**config.mk**
```make
export PLATFORM = sky130hd
export DESIGN_NAME = vga_pixel_fetch
export DESIGN_NICKNAME = d
export VERILOG_FILES = /design/src/rtl/vga_pixel_fetch.sv
export SDC_FILE = /design/constraint.sdc
export NUM_CORES = 1
export LEC_CHECK = 0
export ABC_AREA = 0
export CAP_MARGIN = 0
export CORE_MARGIN = 3
export CORE_UTILIZATION = 59
export DETAILED_ROUTE_END_ITERATION = 16
export PLACE_DENSITY = 0.77
export SYNTH_ARGS = -nofsm -noshare
export SYNTH_HDL_FRONTEND = slang
export SYNTH_SLANG_ARGS = --single-unit
```
**constraint.sdc**
```tcl
create_clock -name clk_pixel -period 3.3 [get_ports clk_pixel]
set_clock_uncertainty 0.15 [all_clocks]
set_input_delay 0.495 -clock clk_pixel [delete_from_list [all_inputs] [get_ports clk_pixel]]
set_output_delay 0.495 -clock clk_pixel [all_outputs]
set_load 0.05 [all_outputs]
```
**src/rtl/vga_pixel_fetch.sv**
```systemverilog
// rtl/vga_pixel_fetch.sv - RGB565 prefetch FIFO feeding vga2dvid pixel inputs
// Requests words ahead of the raster, pops one per active pixel, flushes on vsync rise.
module vga_pixel_fetch #(
  parameter int unsigned C_addr_bits       = 20,
  parameter int unsigned C_base_addr       = 0,
  parameter int unsigned C_fifo_depth      = 16,
  parameter int unsigned C_max_outstanding = 4,
  parameter logic [23:0] C_underflow_rgb   = 24'hFF00FF
) (
  input  logic                   clk_pixel,
  input  logic                   reset,
  input  logic                   in_hsync,
  input  logic                   in_vsync,
  input  logic                   in_blank,
  output logic                   mem_req,
  output logic [C_addr_bits-1:0] mem_addr,
  input  logic                   mem_ack,
  input  logic                   mem_valid,
  input  logic [15:0]            mem_data,
  output logic [7:0]             vga_r,
  output logic [7:0]             vga_g,
  output logic [7:0]             vga_b,
  output logic                   vga_hsync,
  output logic                   vga_vsync,
  output logic                   vga_blank,
  output logic                   underflow
);

  localparam int AW = $clog2(C_fifo_depth);
  localparam int CW = AW + 1;
  localparam int OW = $clog2(C_max_outstanding + 1);
  localparam int SW = CW + OW;
  localparam logic [SW-1:0]          DEPTH_S = SW'(C_fifo_depth);
  localparam logic [OW-1:0]          MAXO    = OW'(C_max_outstanding);
  localparam logic [C_addr_bits-1:0] BASE    = C_addr_bits'(C_base_addr);

  logic [15:0]            fifo_q [C_fifo_depth];
  logic [AW-1:0]          wr_ptr_q, wr_ptr_d, rd_ptr_q, rd_ptr_d;
  logic [CW-1:0]          count_q, count_d;
  logic [OW-1:0]          out_q, out_d, discard_q, discard_d;
  logic [C_addr_bits-1:0] addr_q, addr_d;
  logic                   run_q;
  logic [7:0]             r_q, g_q, b_q;
  logic                   hsync_q, vsync_q, blank_q, und_q;

  logic                   flush, req, accept, pop, wr;
  logic [SW-1:0]          sum;
  logic [15:0]            pop_word;

  always_comb begin
    flush    = in_vsync & ~vsync_q;
    sum      = SW'(count_q) + SW'(out_q);
    // Withdrawn combinationally in the flush cycle so no stale address is ever acked.
    req      = run_q & ~flush & (sum < DEPTH_S) & (out_q < MAXO);
    accept   = req & mem_ack;
    pop      = ~in_blank & (count_q != '0);
    wr       = mem_valid & ~flush & (discard_q == '0);
    pop_word = fifo_q[rd_ptr_q];

    out_d = out_q + OW'(accept);
    if (mem_valid && (out_q != '0)) out_d = out_d - OW'(1);

    discard_d = discard_q;
    if (flush) discard_d = out_d;
    else if (mem_valid && (discard_q != '0)) discard_d = discard_q - OW'(1);

    count_d  = flush ? '0 : count_q + CW'(wr) - CW'(pop);
    wr_ptr_d = flush ? '0 : wr_ptr_q + AW'(wr);
    rd_ptr_d = flush ? '0 : rd_ptr_q + AW'(pop);

    addr_d = addr_q;
    if (flush) addr_d = BASE;
    else if (accept) addr_d = addr_q + 1'b1;
  end

  always_ff @(posedge clk_pixel) begin
    if (wr) fifo_q[wr_ptr_q] <= mem_data;
  end

  always_ff @(posedge clk_pixel) begin
    if (reset) begin
      run_q     <= 1'b0;
      wr_ptr_q  <= '0;
      rd_ptr_q  <= '0;
      count_q   <= '0;
      out_q     <= '0;
      discard_q <= '0;
      addr_q    <= BASE;
      r_q       <= '0;
      g_q       <= '0;
      b_q       <= '0;
      hsync_q   <= 1'b0;
      vsync_q   <= 1'b0;
      blank_q   <= 1'b1;
      und_q     <= 1'b0;
    end else begin
      run_q     <= 1'b1;
      wr_ptr_q  <= wr_ptr_d;
      rd_ptr_q  <= rd_ptr_d;
      count_q   <= count_d;
      out_q     <= out_d;
      discard_q <= discard_d;
      addr_q    <= addr_d;
      hsync_q   <= in_hsync;
      vsync_q   <= in_vsync;
      blank_q   <= in_blank;
      if (in_blank) begin
        r_q <= '0;
        g_q <= '0;
        b_q <= '0;
      end else if (pop) begin
        r_q <= {pop_word[15:11], pop_word[15:13]};
        g_q <= {pop_word[10:5], pop_word[10:9]};
        b_q <= {pop_word[4:0], pop_word[4:2]};
      end else begin
        r_q   <= C_underflow_rgb[23:16];
        g_q   <= C_underflow_rgb[15:8];
        b_q   <= C_underflow_rgb[7:0];
        und_q <= 1'b1;
      end
    end
  end

  assign mem_req   = req;
  assign mem_addr  = addr_q;
  assign vga_r     = r_q;
  assign vga_g     = g_q;
  assign vga_b     = b_q;
  assign vga_hsync = hsync_q;
  assign vga_vsync = vsync_q;
  assign vga_blank = blank_q;
  assign underflow = und_q;

endmodule

```
## After elaboration in Yosys (flattened, before gate mapping)

Memories as Yosys holds them, arrays and structs flattened. A register that Yosys moved wholly into a read port is not among the register bits.
Cells that the tools add are included.

| storage, ports and cells | value |
|---|---|
| bits in registers | 68 |
| memory bits (writable) | 256 |
| bits of input ports | 23 |
| logic and storage cells | 58 |
| memories | 1 |

Memory list:

| name | depth | width | read ports | clocked after Yosys merged registers in | write ports | line | source |
|---|---|---|---|---|---|---|---|
| fifo_q | 16 | 16 | 1 | 1 | 1 | 37 | `logic [15:0] fifo_q [C_fifo_depth];` |

| operators by class | value |
|---|---|
| $add $sub $neg | 9 |
| magnitude comparators | 2 |
| mux-type cells | 9 |
| bitwise operators | 12 |
| reductions and logical operators | 11 |

Operator list:

| kind | count |
|---|---|
| $add 20x1->20 const B | 1 |
| $mux 8 | 2 |
| $mux 3 | 3 |
| $add 4x1->4 | 2 |
| $and 1x1->1 | 8 |
| $add 5x3->6 | 1 |
| $lt 6x5->1 const B | 1 |
| $reduce_bool 3->1 | 2 |
| $sub 3x1->3 const B | 2 |
| $add 5x1->5 | 1 |
| $reduce_bool 5->1 | 1 |
| $sub 5x1->5 | 1 |
| $mux 4 | 1 |
| $not 1->1 | 4 |
| $reduce_or 2->1 | 2 |
| $add 3x1->3 | 1 |
| $logic_not 3->1 | 1 |
| $lt 3x3->1 const B | 1 |
| $mux 1 | 3 |
| $reduce_or 3->1 | 1 |
| $logic_and 1x1->1 | 2 |
| $reduce_and 2->1 | 1 |
| $reduce_bool 2->1 | 1 |

## Longest topological paths before layout

Gate-level depths: netlist of run 1.

| logic depth | value |
|---|---|
| depth after elaboration | 11 |
| depth in mapped cells | 14 |

## Worst setup path before layout of run 1

Ideal clock, no wire load.

| timing | value |
|---|---|
| kind | reg-to-output |
| start point | reg count_q[1] |
| end point | out mem_req |
| data arrival time | 2.924 ns |
| setup slack | -0.269 ns |
| stages on the path, launching flop included | 6 |
| path buffers | 0 |
| cells stage by stage | dfxtp_1 > ha_1 > a311o_1 > a21oi_4 > nor2_1 > nor4b_1 |

| between the ends | value |
|---|---|
| word-level cells in the longest chain between the ends | 4 |

Ends and longest elaborated chain:

| element | line | source |
|---|---|---|
| start, declared | 39 | `logic [CW-1:0] count_q, count_d;` |
| start signal, assigned | 100 | `count_q <= count_d;` |
| $add 5x3->6 | 52 | `sum = SW'(count_q) + SW'(out_q);` |
| $lt 6x5->1 | 54 | `req = run_q & ~flush & (sum < DEPTH_S) & (out_q < MAXO);` |
| $and 1x1->1 (2 in a row) | 54 |  |
| end, declared | 15 | `output logic mem_req,` |

No other way between the ends.

## Final worst setup path of run 1

| timing | value |
|---|---|
| start point | reg out_q[2] |
| end point | out mem_req |

| between the ends | value |
|---|---|
| word-level cells in the longest chain between the ends | 4 |
| elaborated cells on any way between the ends | 5 |

Ends and longest elaborated chain:

| element | line | source |
|---|---|---|
| start, declared | 40 | `logic [OW-1:0] out_q, out_d, discard_q, discard_d;` |
| start signal, assigned | 101 | `out_q <= out_d;` |
| $add 5x3->6 | 52 |  |
| $lt 6x5->1 | 54 |  |
| $and 1x1->1 | 54 |  |
| $and 1x1->1 * | 54 |  |

Every way passes the cells marked *; elsewhere a longest branch is shown, timed or not.

==> flow_summary.ini, run 1 <==
[synthesis]
synth_fa_ha_area_share_pct = 2.07
yosysWarnings = 0
synth-simple-area-share_pct = 5.44
netlist.area_leader.share_pct = 61.7
synthFlopType = edfxtp_1
synth_compound_area_share_pct = 3.60
synth_seq_area_share_pct = 71.4
async_reset_ff_share_pct = 0
synth_top_area_cell = edfxtp_1
syn_area_sq_um = 12500
syn_nets = 741
avgSynthCellArea_sq_um = 17.8
synth_edf_count = 256
ys_types = 55
synth-xor-area-share_pct = 0.844
synth_area_leaders = edfxtp_1 (62%), mux4_2 (12%), dfxtp_1 (9.6%), ha_1 (1.9%), mux2_2 (1.8%)
synth_top_family_by_area = multiplexers
synth-seq-cells = 316
synth.area.mux_share_pct = 14.4
syn_inst = 698

[routing]
ant_nets = 0
drcViolationCount = 0
avgViaCountPerCell = 5.89
routedWlPerCell_um = 22.4
via_count = 6409
drt_first_pass_iters = 4
drt_iter0_markers = 523
wirelength_um = 24400

[global_route]
overflow = 0
grt_pass1_vias = 6741
grt_use_total_pct = 21.8
grt_pass1_wl_um = 37900
grt_max_degree = 41
antenna_found_initial = 0

[min_path]
hp-start = underflow$_SDFFE_PP0P_
hold_class = flip-flop to flip-flop
holdPathStages = 2
hold_end = underflow$_SDFFE_PP0P_

[clock_tree]
cts.sinks = 316
clk_pin_slew_ns = 0.06
post_cts_resized = 0
cts_max_level = 1
cts_root_buf = clkbuf_16
cts_hold_buf = 0
cts.path.max_buffers = 3
post_cts_buffers = 0
clk_latency_ns = 0.54
cts_tree = yes
cts-buffers-inserted = 31

[floorplan]
coreArea_sq_um = 20500
dieArea_sq_um = 22900
start_util_pct = 60.8
core.rowCount = 52
die_x_um = 151
ios = 72
die_h_um = 151

[pwr]
peakVddDrop_mv = 0.443
pwr-share-comb_pct = 19.9
leakage_nw = 4.71
switching_share_pct = 26.3
pwr-share-clk_pct = 32.4
switchingPower_mw = 2.53
seqPwrFrac_pct = 47.7
power.total_mw = 9.63
powerDensity_nw_per_um2 = 665
cellInternalPower_mw = 7.10

[worst_setup_path]
critPathMaxFanout = 6
critPathLaunchType = flip-flop
path_class = flip-flop to output port
cp-end-kind = output port
worstReg2RegStart = count_q[1]$_SDFF_PP0_
crit_arrival_ns = 2.46
reg2reg_to = discard_q[1]$_SDFFE_PP0P_
cp.required_ns = 2.65
ff2ff_setup_slack_ns = 0.23
rr_worst_depth = 12

[sta]
worstMarginPinSlew_ns = 0.994
timing.final.crit_period_ns = 3.11
slew_headroom_pct = 33.5
rsz0062_at_grt = false
setup_viol = 0
final.setup.tns_ns = 0
clock.fmax_ghz = 0.322
hold_viol = 0
fin_crit_sh_pct = 94.2
finalMaxSlewViolations = 0
fin_ws_ns = 0.192

[placed_design]
port-buffer-count = 71
pre_cts_ws_ns = 0.210
place_hpwl_um = 14900
place.gp.congestion = 0.792

[layout]
fin_util_pct = 70.7
area.growth.synth_to_final_pct = 16.3
final_common_cell = edfxtp_1
antenna_cells = 0
drive_gt1_share_pct = 20.8
layout.nets = 839
final_cell_mix = edfxtp_1 (256), clkdlybuf4s50_1 (70), mux4_2 (64)

[status]
run_status = finished, final reports clean

[run]
drv_cap = 0
worst max-delay path by stage:
stage | startpoint | to | slack, ns | depth (start not counted)
4_1_cts | count_q[1]$_SDFF_PP0_ | mem_req | 0.17 | 6
5_1_grt | count_q[1]$_SDFF_PP0_ | discard_q[1]$_SDFFE_PP0P_ | 0.01 | 12
2_1_floorplan | vga_vsync$_SDFF_PP0_ | fifo_q[0][0]$_DFFE_PP_ | 0.18 | 5
3_5_place_dp | in_vsync | discard_q[1]$_SDFFE_PP0P_ | 0.21 | 12
3_3_place_gp | in_vsync | count_q[4]$_SDFF_PP0_ | 0.31 | 14
6_report | out_q[2]$_SDFF_PP0_ | mem_req | 0.19 | 6
cell type report:
class                   count  area [sq um]
flip-flops and latches    316          8890
inverters                  20          75.1
well taps                 270           338
clock inverters             8          42.5
clock buffers              48           860
fillers                  1290          6010
repair buffers            102           966
multi-input cells         325          3310
sequential cells by signal (all words and copies together), names as in the netlist, 3 cells and up:
name and count:
vga_r 5, out_q 3, count_q 5, wr_ptr_q 4
vga_g 6, mem_addr 20, rd_ptr_q 4, vga_b 5
discard_q 3, fifo_q 256
per-layer routing:
metal,part of all wire [%],wire length [um],global-route usage [%]
met5,0,0,0
met4,1.4,330,4.22
met3,7.8,1910,4.13
met2,52,12800,38.0
met1,38,9370,29.2
worst max-delay path, stage by stage, from the launching register on:
cell and delay [ns]:
dfxtp_1 0.48, ha_1 0.25, a311o_1 0.20, nor4b_4 0.35
nor2_1 0.10, nor4b_2 0.29, buf_4 0.25
power groups by stage:
stage	sequential, mW	combinational (mW)	clock [mW]
after floorplan	4.90	1.17	0
after global placement	4.67	1.87	0
after detailed placement	4.68	1.92	0
after CTS	4.60	1.94	3.18
after global routing	4.62	2.07	3.34
final	4.60	1.91	3.12
metrics by stage:
stage	cells	cell area, sq um	hold WS, ns
after floorplan	698	12500	0.383
after global placement	1033	13600	0.305
after detailed placement	1033	13600	0.312
after CTS	1089	14500	0.328
after global routing	1089	14500	0.363
final	1089	14500	0.331
kinds of logic after synthesis:
| kind of cell | after synthesis |
|---|---|
| AND/OR/NAND/NOR | 126 |
| AO/OA/AOI/OAI | 70 |
| XOR/XNOR | 12 |
| flip-flops | 316 |
| adder cells (fa/ha/maj) | 20 |
| multiplexers | 97 |
| buffers and inverters | 57 |
synthesized netlist by cell type (8+ instances only):
library cell,number
a21oi_1,24
a22oi_1,10
buf_4,11
clkbuf_1,13
dfxtp_1,60
edfxtp_1,256
ha_1,19
inv_1,20
mux2_2,20
mux2i_1,13
mux4_2,64
nand2_1,24
nand3_1,8
nor2_1,39
o21ai_0,15
or3_1,17
xnor2_1,9
Note: power is estimated with default switching activity, not from simulation.
==> run 2: changes to the inputs <==
--- a/config.mk
+++ b/config.mk
@@ -8,9 +8,9 @@
 export ABC_AREA = 0
 export CAP_MARGIN = 0
 export CORE_MARGIN = 3
-export CORE_UTILIZATION = 59
+export CORE_UTILIZATION = 50
 export DETAILED_ROUTE_END_ITERATION = 16
-export PLACE_DENSITY = 0.77
+export PLACE_DENSITY = 0.67
 export SYNTH_ARGS = -nofsm -noshare
 export SYNTH_HDL_FRONTEND = slang
 export SYNTH_SLANG_ARGS = --single-unit
==> run 2 against run 1 <==
Effect of this change: sequential cell count unchanged; non-clock buffer count increased by 9; final area is 1.0% higher; die area is 17% higher; clock-buffer cell count down 13; power is 0.41% lower; critical endpoint unchanged; largest cell class unchanged; largest power group unchanged; highest routed layer unchanged.
==> flow_summary.ini, run 2 (same netlist as run 1, synthesis figures left out) <==
[clock_tree]
cts_hold_buf = 0
cts.sinks = 316
cts-buffers-inserted = 31
post_cts_buffers = 0
clk_latency_ns = 0.54
cts_tree = yes
clk_pin_slew_ns = 0.06
cts_max_level = 1
cts_root_buf = clkbuf_16
cts.path.max_buffers = 3
post_cts_resized = 0

[worst_setup_path]
cp_slowest_cell = dfxtp_1
ff2ff_setup_slack_ns = 0.26
cp.required_ns = 2.65
critPathMaxFanout = 5
path_cells = ha_1 -> a311o_1 -> a21oi_4 -> nor2_1 -> nor4b_2 -> buf_4
cpPeakStageDelay_ns = 0.46
cp-end-kind = output port
critPathLaunchType = flip-flop
crit_arrival_ns = 2.46
path_class = flip-flop to output port

[sta]
timing.final.crit_period_ns = 3.10
setup_viol = 0
slew_headroom_pct = 30.0
clock.fmax_ghz = 0.322
final.setup.tns_ns = 0
fin_crit_sh_pct = 94.0
hold_viol = 0
finalMaxSlewViolations = 0
rsz0062_at_grt = false
worstMarginPinSlew_ns = 1.05

[floorplan]
dieArea_sq_um = 26800
core.rowCount = 57
ios = 72
coreArea_sq_um = 24400
die_h_um = 164
start_util_pct = 51.1
die_x_um = 164

[placed_design]
place.gp.congestion = 0.801
port-buffer-count = 71
place_hpwl_um = 15900
dpl.cell_count = 1096

[layout]
layout.nets = 848
largest_register_ffs = 256
antenna_cells = 0
final_common_cell = edfxtp_1
final_cell_mix = edfxtp_1 (256), clkdlybuf4s50_1 (70), mux4_2 (64)
area.growth.synth_to_final_pct = 17.5
drive_gt1_share_pct = 21.7
top_register = fifo_q
nFillCells = 1848
finalNonFillerCells = 1153

[routing]
routed-wl-met3_um = 1190
drt_iter0_markers = 494
via_count = 6532
dr_wl_met2_um = 13100
wl_met1_um = 10500
ant_nets = 0
avgViaCountPerCell = 5.67
top_layer_used = met4
drcViolationCount = 0
drt_first_pass_iters = 5
wirelength_um = 25400
routedWlPerCell_um = 22.0

[global_route]
grt_pass1_vias = 6810
grt_max_degree = 27
antenna_found_initial = 0
overflow = 0
grt_use_total_pct = 19.4
grt_pass1_wl_um = 39500

[status]
run_status = finished, final reports clean

[pwr]
leakage_nw = 4.75
power.total_mw = 9.59
peakVddDrop_mv = 0.488
powerDensity_nw_per_um2 = 655

[min_path]
hold_class = flip-flop to flip-flop

[run]
drv_cap = 0
==> run 2: cell types whose count changed in the layout (fill, tap and decap cells not counted), sizes merged <==
cell      change
clkinv       +13
clkinvlp      +2
inv           -1
buf           +9
clkbuf       -13
==> run 2: area by class of cell <==
type                    instances  area [sq um]  share of cell area, %
repair buffers                111          1060                   7.23
well taps                     324           405                   2.77
flip-flops and latches        316          8890                   60.8
multi-input cells             325          3310                   22.6
clock buffers                  35           791                   5.40
clock inverters                22           100                  0.684
inverters                      20          75.1                  0.513
==> run 2: worst paths after layout <==
check                         endpoint  cells after the start                   start
max                            mem_req                      6   count_q[1]$_SDFF_PP0_
min             underflow$_SDFFE_PP0P_                      2  underflow$_SDFFE_PP0P_
max reg2reg  discard_q[2]$_SDFFE_PP0P_                     11   count_q[1]$_SDFF_PP0_
min reg2reg     underflow$_SDFFE_PP0P_                      2  underflow$_SDFFE_PP0P_
==> run 2: where the power goes <==
group / total [mW] / switching (mW) / internal [mW]
Sequential: 4.64 / 0.163 / 4.48
Clock: 3.09 / 1.38 / 1.70
Combinational: 1.86 / 1.02 / 0.844
==> run 2: critical path: cells and delay by family (launching register included) <==
family          cells  cell delay [ns]
fa+ha+maj           1             0.28
compound gates      2             0.58
simple gates        2             0.36
flops               1             0.46
buf+inv             1             0.24
==> run 2: routing by layer <==
metal,track usage (%),vias to the layer above
met1,26.0,3381
met5,0,-
met3,3.00,33
li1,-,2967
met2,33.8,151
met4,4.61,0
==> run 2: stage by stage <==
| stage | utilization, % | hold slack, ns | setup slack [ns] | instance area (sq um) |
|---|---|---|---|---|
| 2_1_floorplan | - | 0.383 | 0.181 | 12500 |
| 6_report | 60.0 | 0.333 | 0.198 | 14600 |
| 3_5_place_dp | 56.4 | 0.319 | 0.198 | 13700 |
| 3_3_place_gp | 56.4 | 0.306 | 0.308 | 13700 |
| 4_1_cts | 60.0 | 0.336 | 0.169 | 14600 |
| 5_1_grt | 60.0 | 0.365 | 0.0173 | 14600 |
==> run 3: changes to the inputs <==
--- a/config.mk
+++ b/config.mk
@@ -7,10 +7,12 @@
 export LEC_CHECK = 0
 export ABC_AREA = 0
 export CAP_MARGIN = 0
+export CELL_PAD_IN_SITES_DETAIL_PLACEMENT = 2
+export CELL_PAD_IN_SITES_GLOBAL_PLACEMENT = 2
 export CORE_MARGIN = 3
-export CORE_UTILIZATION = 50
+export CORE_UTILIZATION = 45
 export DETAILED_ROUTE_END_ITERATION = 16
-export PLACE_DENSITY = 0.67
+export PLACE_DENSITY = 0.77
 export SYNTH_ARGS = -nofsm -noshare
 export SYNTH_HDL_FRONTEND = slang
 export SYNTH_SLANG_ARGS = --single-unit
==> constraint.sdc (replaced) <==
create_clock -name clk_pixel -period 3.5 [get_ports clk_pixel]
set_clock_uncertainty 0.15 [all_clocks]
set_input_delay 0.525 -clock clk_pixel [delete_from_list [all_inputs] [get_ports clk_pixel]]
set_output_delay 0.525 -clock clk_pixel [all_outputs]
set_load 0.05 [all_outputs]
==> run 3 against run 2 <==
Effect of this change: sequential share of layout area shrank 1.3 points; wire length grew 35%; clock-buffer cell count rose by 12; setup slack better by 0.078 ns; hold slack improved by 0.0055 ns; combinational power about the same; utilization fell by 4.8 points; largest cell class unchanged.
==> flow_summary.ini, run 3 (same netlist as run 1, synthesis figures left out) <==
[floorplan]
ios = 72
core.rowCount = 60
coreArea_sq_um = 27100
start_util_pct = 46.0
dieArea_sq_um = 29700
die_h_um = 172
die_x_um = 172

[clock_tree]
cts.sinks = 316
cts.path.max_buffers = 3
cts-buffers-inserted = 35
cts_tree = yes
post_cts_resized = 0
cts_hold_buf = 0
clk_pin_slew_ns = 0.06
cts_max_level = 2
cts_root_buf = clkbuf_16
post_cts_buffers = 0
clk_latency_ns = 0.52

[pwr]
powerDensity_nw_per_um2 = 670
leakage_nw = 4.91
peakVddDrop_mv = 0.414

[worst_setup_path]
cpPeakStageDelay_ns = 0.47
cp.required_ns = 3.78
crit_arrival_ns = 3.50
path_cells = ha_1 -> a311o_1 -> nor4b_4 -> o21a_1 -> ha_1 -> ha_1 -> inv_1 -> ha_1 -> nor2_1 -> a21oi_1 -> nand2b_1 -> a21oi_1
rr_worst_depth = 12
ff2ff_setup_slack_ns = 0.28
critPathLaunchType = flip-flop
cp_slowest_cell = dfxtp_1
cp-end-kind = flip-flop
reg2reg_to = discard_q[1]$_SDFFE_PP0P_
worstReg2RegStart = count_q[1]$_SDFF_PP0_
critPathMaxFanout = 5
cpMostUsedCell = ha_1
path_class = flip-flop to flip-flop

[routing]
wirelength_um = 34200
routedWlPerCell_um = 28.2
ant_nets = 0
avgViaCountPerCell = 5.75
via_count = 6956
drt_iter0_markers = 542
drt_first_pass_iters = 5
drcViolationCount = 0

[sta]
fin_ws_ns = 0.276
rsz0062_at_grt = false
hold_viol = 0
worstMarginPinSlew_ns = 0.704
timing.final.crit_period_ns = 3.22
clock.fmax_ghz = 0.310
slew_headroom_pct = 53.1
setup_viol = 0
finalMaxSlewViolations = 0
fin_crit_sh_pct = 92.1
final.setup.tns_ns = 0
hold_ws_ns = 0.339

[global_route]
grt_pass1_vias = 7880
grt_max_degree = 48
grt_use_total_pct = 23.7
grt_pass1_wl_um = 51300
overflow = 0
antenna_found_initial = 0

[layout]
area.growth.synth_to_final_pct = 20.0
nFillCells = 2351
multi_input_area_sq_um = 3310
final_cell_mix = edfxtp_1 (256), clkdlybuf4s50_1 (70), mux4_2 (64)
largest_register_ffs = 256
drive_gt1_share_pct = 23.4
top_register = fifo_q
layout.nets = 855
final_common_cell = edfxtp_1
antenna_cells = 0
seqCellArea_sq_um = 8890

[placed_design]
place_hpwl_um = 21800
pre_cts_ws_ns = 0.0759
port-buffer-count = 71
place.gp.congestion = 0.807

[min_path]
hold_class = flip-flop to flip-flop
hp-start = mem_addr[19]$_SDFFE_PP0P_
holdPathStages = 2
hold_end = mem_addr[19]$_SDFFE_PP0P_

[status]
run_status = finished, final reports clean

[run]
drv_cap = 0
-- run 3: final cells by class --
| class | count | area share (%) |
|---|---|---|
| Timing Repair Buffer | 114 | 6.90 |
| Sequential cell | 316 | 59.5 |
| Tap cell | 372 | 3.11 |
| Multi-Input combinational cell | 325 | 22.2 |
| Clock buffer | 47 | 6.50 |
| Inverter | 20 | 0.502 |
| Clock inverter | 16 | 1.36 |
-- run 3: layer usage --
metal	wire length [um]	vias to the layer above	track usage, %
li1	-	2973	-
met1	14100	3719	31.4
met2	17500	216	40.6
met3	1870	48	4.64
met4	665	0	5.48
met5	0	-	0
-- run 3: report_power, final --
group | leakage, nW | switching, mW | internal [mW]
combinational | 1.53 | 1.08 | 0.802
clock | 0.576 | 1.48 | 2.26
sequential | 2.80 | 0.161 | 4.22
-- run 3: critical path: cells and delay by family, from the launching register on --
kind / cells / cell delay, ns
adders and majority gates: 4 / 1.12
AOI/OAI and AO/OA: 4 / 0.86
and+or+nand+nor: 3 / 0.49
DFF: 1 / 0.47
buffers and inverters: 1 / 0.06
-- run 3: worst max path at each step --
stage,from,endpoint,slack [ns],cells after the start
floorplan,vga_vsync$_SDFF_PP0_,fifo_q[0][0]$_DFFE_PP_,0.38,5
detailed placement,in_vsync,discard_q[2]$_SDFFE_PP0P_,0.08,11
finish,count_q[1]$_SDFF_PP0_,discard_q[1]$_SDFFE_PP0P_,0.28,12
global route,out_q[2]$_SDFF_PP0_,discard_q[2]$_SDFFE_PP0P_,0.11,11
global placement,in_vsync,discard_q[1]$_SDFFE_PP0P_,0.31,12
CTS,count_q[1]$_SDFF_PP0_,discard_q[1]$_SDFFE_PP0P_,0.26,12
-- run 3: through the flow --
| stage | util [%] | cell area, sq um | power [mW] | std cells |
|---|---|---|---|---|
| 2_1_floorplan | - | 12500 | 5.73 | 698 |
| 3_3_place_gp | 50.8 | 13800 | 6.21 | 1147 |
| 3_5_place_dp | 50.8 | 13800 | 6.34 | 1147 |
| 4_1_cts | 55.2 | 15000 | 10.1 | 1210 |
| 5_1_grt | 55.2 | 15000 | 10.4 | 1210 |
| 6_report | 55.2 | 15000 | 10.0 | 1210 |
